File: config.mk
export PLATFORM = sky130hd
export DESIGN_NAME = ram_4x4_bist
export DESIGN_NICKNAME = d
export VERILOG_FILES = /design/src/rtl/ram_bist_pkg.sv /design/src/rtl/bist_cmp.sv /design/src/rtl/ram_4x4_bist.sv
export SDC_FILE = /design/constraint.sdc
export NUM_CORES = 1
export LEC_CHECK = 0
export CORE_MARGIN = 3
export CORE_UTILIZATION = 47
export DETAILED_ROUTE_END_ITERATION = 8
export GPL_TIMING_DRIVEN = 0
export PLACE_DENSITY = 0.72
export SLEW_MARGIN = 20
export SYNTH_ARGS = -nofsm -noshare
export SYNTH_HDL_FRONTEND = slang
export SYNTH_SLANG_ARGS = --single-unit
export TNS_END_PERCENT = 30
File: constraint.sdc
create_clock -name clk -period 1.45 [get_ports clk]
set_input_delay 0.3625 -clock clk [delete_from_list [all_inputs] [get_ports clk]]
set_output_delay 0.3625 -clock clk [all_outputs]
set_load 0.01 [all_outputs]
File: src/rtl/ram_bist_pkg.sv
// Shared types and constants for the 4x4 RAM built-in self-test.
package ram_bist_pkg;

  localparam int unsigned DefaultDataW = 4;
  localparam int unsigned DefaultAddrW = 2;
  localparam int unsigned ERR_MAX      = 7;

  typedef enum logic {
    DirUp,
    DirDown
  } dir_e;

  typedef enum logic [3:0] {
    StIdle,
    StW0,
    StR0Req,
    StR0Wait,
    StR0Cmp,
    StR1Req,
    StR1Wait,
    StR1Cmp,
    StFin
  } bist_state_e;

endpackage

File: src/rtl/bist_cmp.sv
// Registered read check: first-fail capture and saturating mismatch counter.
module bist_cmp
  import ram_bist_pkg::*;
#(
  parameter int unsigned DATA_W = DefaultDataW,
  parameter int unsigned ADDR_W = DefaultAddrW
) (
  input  logic              clk,
  input  logic              rst_n,
  input  logic              clear,
  input  logic              check_en,
  input  logic [DATA_W-1:0] expected,
  input  logic [DATA_W-1:0] actual,
  input  logic [ADDR_W-1:0] addr,
  output logic [ADDR_W-1:0] fail_addr,
  output logic [DATA_W-1:0] fail_data,
  output logic [2:0]        err_count
);

  logic [ADDR_W-1:0] fail_addr_q;
  logic [DATA_W-1:0] fail_data_q;
  logic [2:0]        err_count_q;
  logic              mismatch;

  assign mismatch = check_en && (actual != expected);

  always_ff @(posedge clk or negedge rst_n) begin
    if (!rst_n) begin
      fail_addr_q <= '0;
      fail_data_q <= '0;
      err_count_q <= '0;
    end else if (clear) begin
      fail_addr_q <= '0;
      fail_data_q <= '0;
      err_count_q <= '0;
    end else if (mismatch) begin
      // A zero count means no earlier mismatch in this run.
      if (err_count_q == '0) begin
        fail_addr_q <= addr;
        fail_data_q <= actual;
      end
      if (err_count_q != 3'(ERR_MAX)) begin
        err_count_q <= err_count_q + 3'd1;
      end
    end
  end

  assign fail_addr = fail_addr_q;
  assign fail_data = fail_data_q;
  assign err_count = err_count_q;

endmodule

File: src/rtl/ram_4x4_bist.sv
// March-test initiator for the 4x4 RAM: up(w P); up(r P, w ~P); down(r ~P).
module ram_4x4_bist
  import ram_bist_pkg::*;
#(
  parameter int unsigned       DATA_W       = DefaultDataW,
  parameter int unsigned       ADDR_W       = DefaultAddrW,
  parameter logic [DATA_W-1:0] PATTERN      = 4'b1010,
  parameter int unsigned       READ_LATENCY = 1
) (
  input  logic              clk,
  input  logic              rst_n,
  input  logic              start,
  output logic              ram_en,
  output logic [ADDR_W-1:0] ram_addr,
  output logic [DATA_W-1:0] ram_din,
  input  logic [DATA_W-1:0] ram_dout,
  output logic              busy,
  output logic              done,
  output logic              pass,
  output logic [ADDR_W-1:0] fail_addr,
  output logic [DATA_W-1:0] fail_data,
  output logic [2:0]        err_count
);

  localparam logic [ADDR_W-1:0] AddrLast = '1;

  function automatic logic [ADDR_W-1:0] step_addr(logic [ADDR_W-1:0] a, dir_e dir);
    return (dir == DirDown) ? a - ADDR_W'(1) : a + ADDR_W'(1);
  endfunction

  bist_state_e       state_q, state_d;
  logic [ADDR_W-1:0] cnt_q, cnt_d;
  logic [1:0]        wait_q, wait_d;
  logic              clear;
  logic              ram_en_q, ram_en_d;
  logic [ADDR_W-1:0] ram_addr_q, ram_addr_d;
  logic [DATA_W-1:0] ram_din_q, ram_din_d;
  logic              pass_q;

  always_comb begin
    state_d = state_q;
    cnt_d   = cnt_q;
    wait_d  = wait_q;
    clear   = 1'b0;
    unique case (state_q)
      StIdle: begin
        if (start) begin
          state_d = StW0;
          cnt_d   = '0;
          clear   = 1'b1;
        end
      end
      StW0: begin
        if (cnt_q == AddrLast) begin
          state_d = StR0Req;
          cnt_d   = '0;
        end else begin
          cnt_d = step_addr(cnt_q, DirUp);
        end
      end
      StR0Req: begin
        wait_d  = 2'd1;
        state_d = (READ_LATENCY > 1) ? StR0Wait : StR0Cmp;
      end
      StR0Wait: begin
        if (wait_q == 2'(READ_LATENCY - 1)) state_d = StR0Cmp;
        else wait_d = wait_q + 2'd1;
      end
      StR0Cmp: begin
        if (cnt_q == AddrLast) begin
          state_d = StR1Req;
          cnt_d   = AddrLast;
        end else begin
          state_d = StR0Req;
          cnt_d   = step_addr(cnt_q, DirUp);
        end
      end
      StR1Req: begin
        wait_d  = 2'd1;
        state_d = (READ_LATENCY > 1) ? StR1Wait : StR1Cmp;
      end
      StR1Wait: begin
        if (wait_q == 2'(READ_LATENCY - 1)) state_d = StR1Cmp;
        else wait_d = wait_q + 2'd1;
      end
      StR1Cmp: begin
        if (cnt_q == '0) begin
          state_d = StFin;
        end else begin
          state_d = StR1Req;
          cnt_d   = step_addr(cnt_q, DirDown);
        end
      end
      StFin:   state_d = StIdle;
      default: state_d = StIdle;
    endcase
  end

  // RAM port is registered from the next state so it lines up with the state it belongs to.
  always_comb begin
    ram_en_d   = 1'b0;
    ram_addr_d = '0;
    ram_din_d  = '0;
    unique case (state_d)
      StW0: begin
        ram_en_d   = 1'b1;
        ram_addr_d = cnt_d;
        ram_din_d  = PATTERN;
      end
      StR0Cmp: begin
        ram_en_d   = 1'b1;
        ram_addr_d = cnt_d;
        ram_din_d  = ~PATTERN;
      end
      StR0Req, StR0Wait, StR1Req, StR1Wait, StR1Cmp: ram_addr_d = cnt_d;
      default: ;
    endcase
  end

  always_ff @(posedge clk or negedge rst_n) begin
    if (!rst_n) begin
      state_q    <= StIdle;
      cnt_q      <= '0;
      wait_q     <= '0;
      ram_en_q   <= 1'b0;
      ram_addr_q <= '0;
      ram_din_q  <= '0;
      pass_q     <= 1'b0;
    end else begin
      state_q    <= state_d;
      cnt_q      <= cnt_d;
      wait_q     <= wait_d;
      ram_en_q   <= ram_en_d;
      ram_addr_q <= ram_addr_d;
      ram_din_q  <= ram_din_d;
      if (clear) pass_q <= 1'b0;
      else if (state_q == StFin) pass_q <= (err_count == '0);
    end
  end

  bist_cmp #(
    .DATA_W(DATA_W),
    .ADDR_W(ADDR_W)
  ) u_cmp (
    .clk      (clk),
    .rst_n    (rst_n),
    .clear    (clear),
    .check_en ((state_q == StR0Cmp) || (state_q == StR1Cmp)),
    .expected ((state_q == StR0Cmp) ? PATTERN : ~PATTERN),
    .actual   (ram_dout),
    .addr     (cnt_q),
    .fail_addr(fail_addr),
    .fail_data(fail_data),
    .err_count(err_count)
  );

  assign ram_en   = ram_en_q;
  assign ram_addr = ram_addr_q;
  assign ram_din  = ram_din_q;
  assign busy     = (state_q != StIdle) && (state_q != StFin);
  assign done     = (state_q == StFin);
  // The final count settles on entry to FIN, so show it live there and hold it afterwards.
  assign pass     = (state_q == StFin) ? (err_count == '0) : pass_q;

endmodule

==> impl_results.md <==
- Mean Syn Cell Area: 9.931 µm²
- Worst reg2reg setup slack: -0.26 ns
- Storage cell area: 575.6 µm²
- Post-synthesis mux area share: 8.574%
- Main synth FF type: dfrtp_1
- PnR worst setup slack: -0.5930 ns
- RSZ-0062 raised after global routing: yes
- Outcome: finished, violations left
- H-tree Lvls: 1
- CTS sink count: 23
- Worst hold path class: in -> async
- Final hold slack: -0.009237 ns
- Largest area contributor in the netlist: dfrtp_1
- MaxCap Viol Count: 0
- Critical-path top delay cell: dfrtp_1
- Hold_buf cts: 0
- Sw Pwr: 0.001629 W
- Max Buffers Root-to-Sink: 2
- Mapped Nets: 161
- Die W: 61.16 µm
- Static Leak: 0.9714 nW
- Register area share after synthesis: 40.24%
- CTS clk-pin slew, worst paths: 0.13 ns
- Dpl ws: -0.6377 ns
- GR Util All Layers: 18.58%
- Overflow left after global routing: 0
- Final slew viol count: 0
- Simple-Gate Fraction of Synth Area: 19.77%
- Internal Power: 0.002283 W
- Yosys warns: 0
- Initial DRC Count: 28
- First-pass GRT wire length: roughly 5.2 mm
- IO Pins: 26
- R2R cell count: 5
- Core ar.: 2829 µm²
- Die area: 3741 µm²
- DR vias/cell: 5.486
- Cell Count Post-Placement: 200
- Maximum clock rate: around 500 MHz
- Footprint of the multi-input gates: 838.3 µm²
- Hold Vio Cnt, Final: 17
- Area share of xor/xnor cells in the synthesized design: 0.6124%
- Yosys top cell area share: 40.24%
- Asr flop ratio synth: 100.0%
- Pwr Density: 2044 nW/µm²
- Die Height: 61.16 µm
- CTS tree: done
- Final WL: 3.133 mm
- Crit. End Element: output pin
- Yosys reg bits: 23
- Ranking of synthesized cells by area: dfrtp_1 (40%), ha_1 (8.7%), mux2i_1 (7.0%)
- Arr. time, crit path: 1.68 ns
- Post-synthesis instance total: between 100 and 150
- Hpwl dp: roughly 2.2 mm
- Slew @ Worst Pin: 0.4937 ns
- Most frequent cells after synthesis: dfrtp_1 (23), inv_1 (14), nand2_1 (14), ha_1 (10), mux2i_1 (10)
- Overall Power: roughly 0.004 W
- DRC: 0
- Slew HR: 66.64%
- # diodes: 0
- CTS buffer count: 3
- Part of the power in registers: 26.5%
- Final GP Congestion: 0.8866
- Max incr delay on CP: around 0.43 ns
- Part of the power in the clock network: under 10%
- Adder-Cell Fraction of Synth Area: under 10%
- Vias: 1174
- Vias in the first global route: 1163
- Count leader, synth: dfrtp_1
- Library cells used by synthesis: 40
- Main combinational cell family by area after synthesis: simple AND/OR/NAND/NOR gates
- Skew final: 0.003232 ns
- Crit path kind: reg -> out
- Area growth from synthesis to layout: 33.86%
- Initial Util: 50.55%
- Row count: 19
- Crit path time final: 2.043 ns
- Fin crit share: 140.9%
- Crit path required time: about 1.1 ns
- EDFF count, synth: 0
- Switch share: 41.65%
- Non-filler cells, final: roughly 210
- Layout cells sized above 1: 28.96%
- CP cell instances: or3_4 -> nor2_4 -> mux2_4 -> buf_6
- CP startpoint kind: flop
- Synthesized area: ~1400 µm²
- Failing checks: hold timing, setup timing
- Pre-Repair DR Iteration Count: 4
- Max FO, Critical Path: 2
- Port Buf Inserts: 25
- Worst VDD drop: around 1.0 mV
- Clock Latency Late Sink: approximately 0.32 ns
- Final core occ: 67.67%
- Initial antenna violation count: 0
- Largest net degree at the start of global routing: 24
- Endpoints failing setup: 21
- Post-route ant nets: 0
- Filler cells: 236
- Final net count: 201
- Synth Area in Compound Gates: 14.09%
- CTS root buf: clkbuf_4
- Avg WL per Cell: approximately 15 µm
- Comb pwr share: 65.7%
[metal layers]
layer | global-route usage, % | part of all wire, %
met1 | 23.76 | 44
met2 | 31.87 | 51
met3 | 2.725 | 3.5
met4 | 6.502 | 1.4
met5 | 0 | 0
[critical path: cells and delay by family (launching register included)]
family	cells	cell delay (ns)
AND/OR/NAND/NOR	2	0.50
multiplexers	1	0.32
flip-flops	1	0.43
buffers and inverters	1	0.12
[layout by cell type, fill, tap and decap left out, types with 5 or more instances in the layout]
cell / n
a21oi_1: 6
buf_6: 8
mux2i_1: 10
dfrtp_1: 23
clkdlybuf4s50_1: 5
nor2_1: 5
nand2_1: 14
nand2b_1: 6
buf_4: 15
ha_1: 8
dlygate4sd2_1: 13
inv_1: 14
[logic make-up after synthesis]
group,count (synthesis)
AOI/OAI and AO/OA,26
xor gates and xnor gates,1
adders and majority gates,10
buffers and inverters,23
DFF,23
muxes,12
and+or+nand+nor,49
[area by class of cell]
type	count	share of cell area [%]
flip-flops and latches	23	30.07
clock buffers	3	1.176
well taps	31	2.026
repair buffers	35	16.14
plain buffers	9	3.791
multi-input cells	98	43.79
inverters	14	2.745
clock inverters	1	0.2614
[power by group through the flow]
stage	logic (W)	registers, W	clock network [W]
3_5_place_dp	0.00222	0.00109	0
3_3_place_gp	0.00215	0.00107	0
2_1_floorplan	0.00141	0.00114	0
4_1_cts	0.00250	0.00104	0.000312
5_1_grt	0.00285	0.00107	0.000339
6_report	0.00257	0.00104	0.000305
[state kept, by name (all words and copies together), names as in the netlist]
name / cells
state_q: 4
u_cmp.fail_data: 4
u_cmp.err_count: 3
cnt_q: 2
ram_addr: 2
ram_din: 2
u_cmp.fail_addr: 2
wait_q: 2
pass_q: 1
ram_en: 1
[what timing repair did]
action                                  in CTS  in global routing
pin swaps                                   10                  3
gates resized for setup                     48                 10
endpoints found under the hold margin        0                  0
setup buffers                                8                  3
endpoints found under the setup margin      39                 25
[worst paths after layout]
check | start | endpoint
worst max-delay path | state_q[0] | pass
worst max register to register | state_q[0] | u_cmp.fail_addr[0]
max in group asynchronous | rst_n | u_cmp.fail_data[3]
worst min register to register | u_cmp.fail_addr[1] | u_cmp.fail_addr[1]
worst min-delay path | rst_n | ram_din[1]
min in group clk | u_cmp.fail_addr[1] | u_cmp.fail_addr[1]
[stage by stage]
stage	setup TNS (ns)	cell area (µm²)
2_1_floorplan	-0.8008	1459
3_3_place_gp	-12.60	1748
3_5_place_dp	-13.03	1748
4_1_cts	-4.272	1886
5_1_grt	-6.187	1914
6_report	-4.549	1914
No activity file was read; power rests on OpenSTA's default activity.
==> variant: new RTL, config.mk and constraints unchanged <==
Re-encode `bist_state_e` (9 states) as one-hot, 9 bits wide.
--- a/src/rtl/ram_bist_pkg.sv
+++ b/src/rtl/ram_bist_pkg.sv
@@ -10,16 +10,16 @@
     DirDown
   } dir_e;
 
-  typedef enum logic [3:0] {
-    StIdle,
-    StW0,
-    StR0Req,
-    StR0Wait,
-    StR0Cmp,
-    StR1Req,
-    StR1Wait,
-    StR1Cmp,
-    StFin
+  typedef enum logic [8:0] {
+    StIdle   = 9'b000000001,
+    StW0     = 9'b000000010,
+    StR0Req  = 9'b000000100,
+    StR0Wait = 9'b000001000,
+    StR0Cmp  = 9'b000010000,
+    StR1Req  = 9'b000100000,
+    StR1Wait = 9'b001000000,
+    StR1Cmp  = 9'b010000000,
+    StFin    = 9'b100000000
   } bist_state_e;
 
 endpackage
Function: no difference found for any inputs over 10 cycles, from zero or initial values and one cycle with rst_n low; not proved beyond that.
==> variant against the original RTL <==
  * The run ends with negative setup slack left
  * Total power shrank 28%
  * Setup slack got worse by 0.17 ns
  * Sequential power is 8% lower
  * Sequential share of layout area decreased by 0.55 points
  * Critical path depth rose by 1
  * Cell area is 24% higher
  * Routed wire length increased by 38%
  * Synthesized area up 22%
  * Sequential cell count grew 5
  * Worst hold slack improved by 0.11 ns
  * Synthesized cell count increased by 15%
  * Largest power group unchanged
==> variant: results (changes against the original RTL) <==
| Metric | Value |
|---|---|
| Signed area change from the synthesized netlist to the final layout | `36.4%` |
| Worst IR drop on VDD | `962 µV (-7.5%)` |
| Cell types occupying the most area after synthesis | `dfrtp_1, ha_1, mux2_2, o21ai_0, buf_6` |
| Largest net degree at the start of global routing | `29 (+21%)` |
| Measured slew at the worst slew-check pin | `0.646 ns (+0.152 ns)` |
| RR Startpoint | `state_q[5]` |
| Number of violations reported at the end of detailed-routing iteration 0 | `59 (+110%)` |
| Clock transition at path regs | `0.10 ns (-0.03 ns)` |
| Top cells by count, synth | `dfrtp_1, ha_1, inv_1, nor2_1, o21ai_0` |
| Sequential share of the synthesized area | `40.2% (-0.059 points)` |
| Final wirelength | `4320 µm (+38%)` |
| Worst Hold Margin | `0.104 ns (+0.114 ns)` |
| Placed wire-length estimate after detailed placement | `2890 µm (+30%)` |
| Endpoints failing setup | `25 (+19%)` |
| Fill cell count | `264 (+12%)` |
| Fin. Hold Viols | `0 (-17)` |
| Total number of nets in the final design | `224 (+11%)` |
| Latest clock arrival within the worst-skew pair | `0.27 ns (-0.05 ns)` |
| Fraction of final layout cells sized beyond drive strength 1 | `37.4% (+8.4 points)` |
| Post-Route Setup TNS | `-10.36 ns (-5.81 ns)` |
| Failing checks | `negative setup slack` |
| Logic depth of the worst register-to-register path | `6 (+1)` |
| Sum of routed wire segments on met1 | `1840 µm (+34%)` |
| Final weighted congestion of routability-driven global placement | `0.861 (-2.9%)` |
| Outcome | `finished with violations` |
| Setup WS post-layout | `-0.758 ns (-0.165 ns)` |
| Data arrival time of the critical path | `1.85 ns (+0.17 ns)` |
## variant: how the worst max path moves through the flow
stage | startpoint | slack (ns) | end | cells after the start
floorplan | state_q[7] | -0.43 | pass | 4
global placement | state_q[4] | -1.00 | pass | 5
detailed placement | state_q[4] | -1.03 | pass | 5
CTS | state_q[4] | -0.75 | pass | 5
global route | state_q[4] | -0.83 | pass | 5
finish | state_q[4] | -0.76 | pass | 5
## variant: cell type report
cell class	instances	share of cell area, %
inverters	10	1.58
clock buffers	4	2.31
plain buffers	10	4.15
repair buffers	37	14.3
flip-flops and latches	28	29.5
well taps	46	2.42
multi-input cells	117	45.7
## variant: critical path: stages, from the launching register on
cell and delay (ns):
dfrtp_1 0.40, buf_6 0.13, nor4_4 0.33, and4_4 0.28, mux2_4 0.31, buf_6 0.12
## variant: cell families (layout without fill, tap and decap cells)
logic type	Yosys count	in the layout	synth area share [%]
AOI/OAI and AO/OA	34	34	13.8
adders and majority gates	10	10	7.16
muxes	8	8	5.01
DFF	28	28	40.2
buffers and inverters	20	61	6.88
and+or+nand+nor	62	62	25.5
xor gates and xnor gates	3	3	1.50
## variant: timing repair
action / in CTS / in global routing
setup endpoints to repair: 47 / 27
pin swaps: 13 / 8
gates resized for setup: 55 / 9
buffers inserted: 9 / 4
## variant: per-stage QoR
stage               instances  power [mW]  setup slack (ns)
CTS                       249        2.75            -0.746
global route              252        2.99            -0.829
detailed placement        236        2.16             -1.03
finish                    252        2.81            -0.758
floorplan                 165        1.77            -0.432
global placement          236        2.14             -1.00
## variant: power by group
| group | leakage (nW) | internal, mW | switching (mW) |
|---|---|---|---|
| Sequential | 0.374 | 0.894 | 0.0621 |
| Combinational | 0.721 | 0.592 | 0.780 |
| Clock | 0.0288 | 0.243 | 0.240 |
| Total | 1.12 | 1.73 | 1.08 |
## variant: metal layers
layer | global-route usage, % | vias to the layer above
li1 | - | 683
met1 | 27.5 | 725
met2 | 34.5 | 40
met3 | 3.54 | 6
met4 | 5.82 | 0
met5 | 0 | -
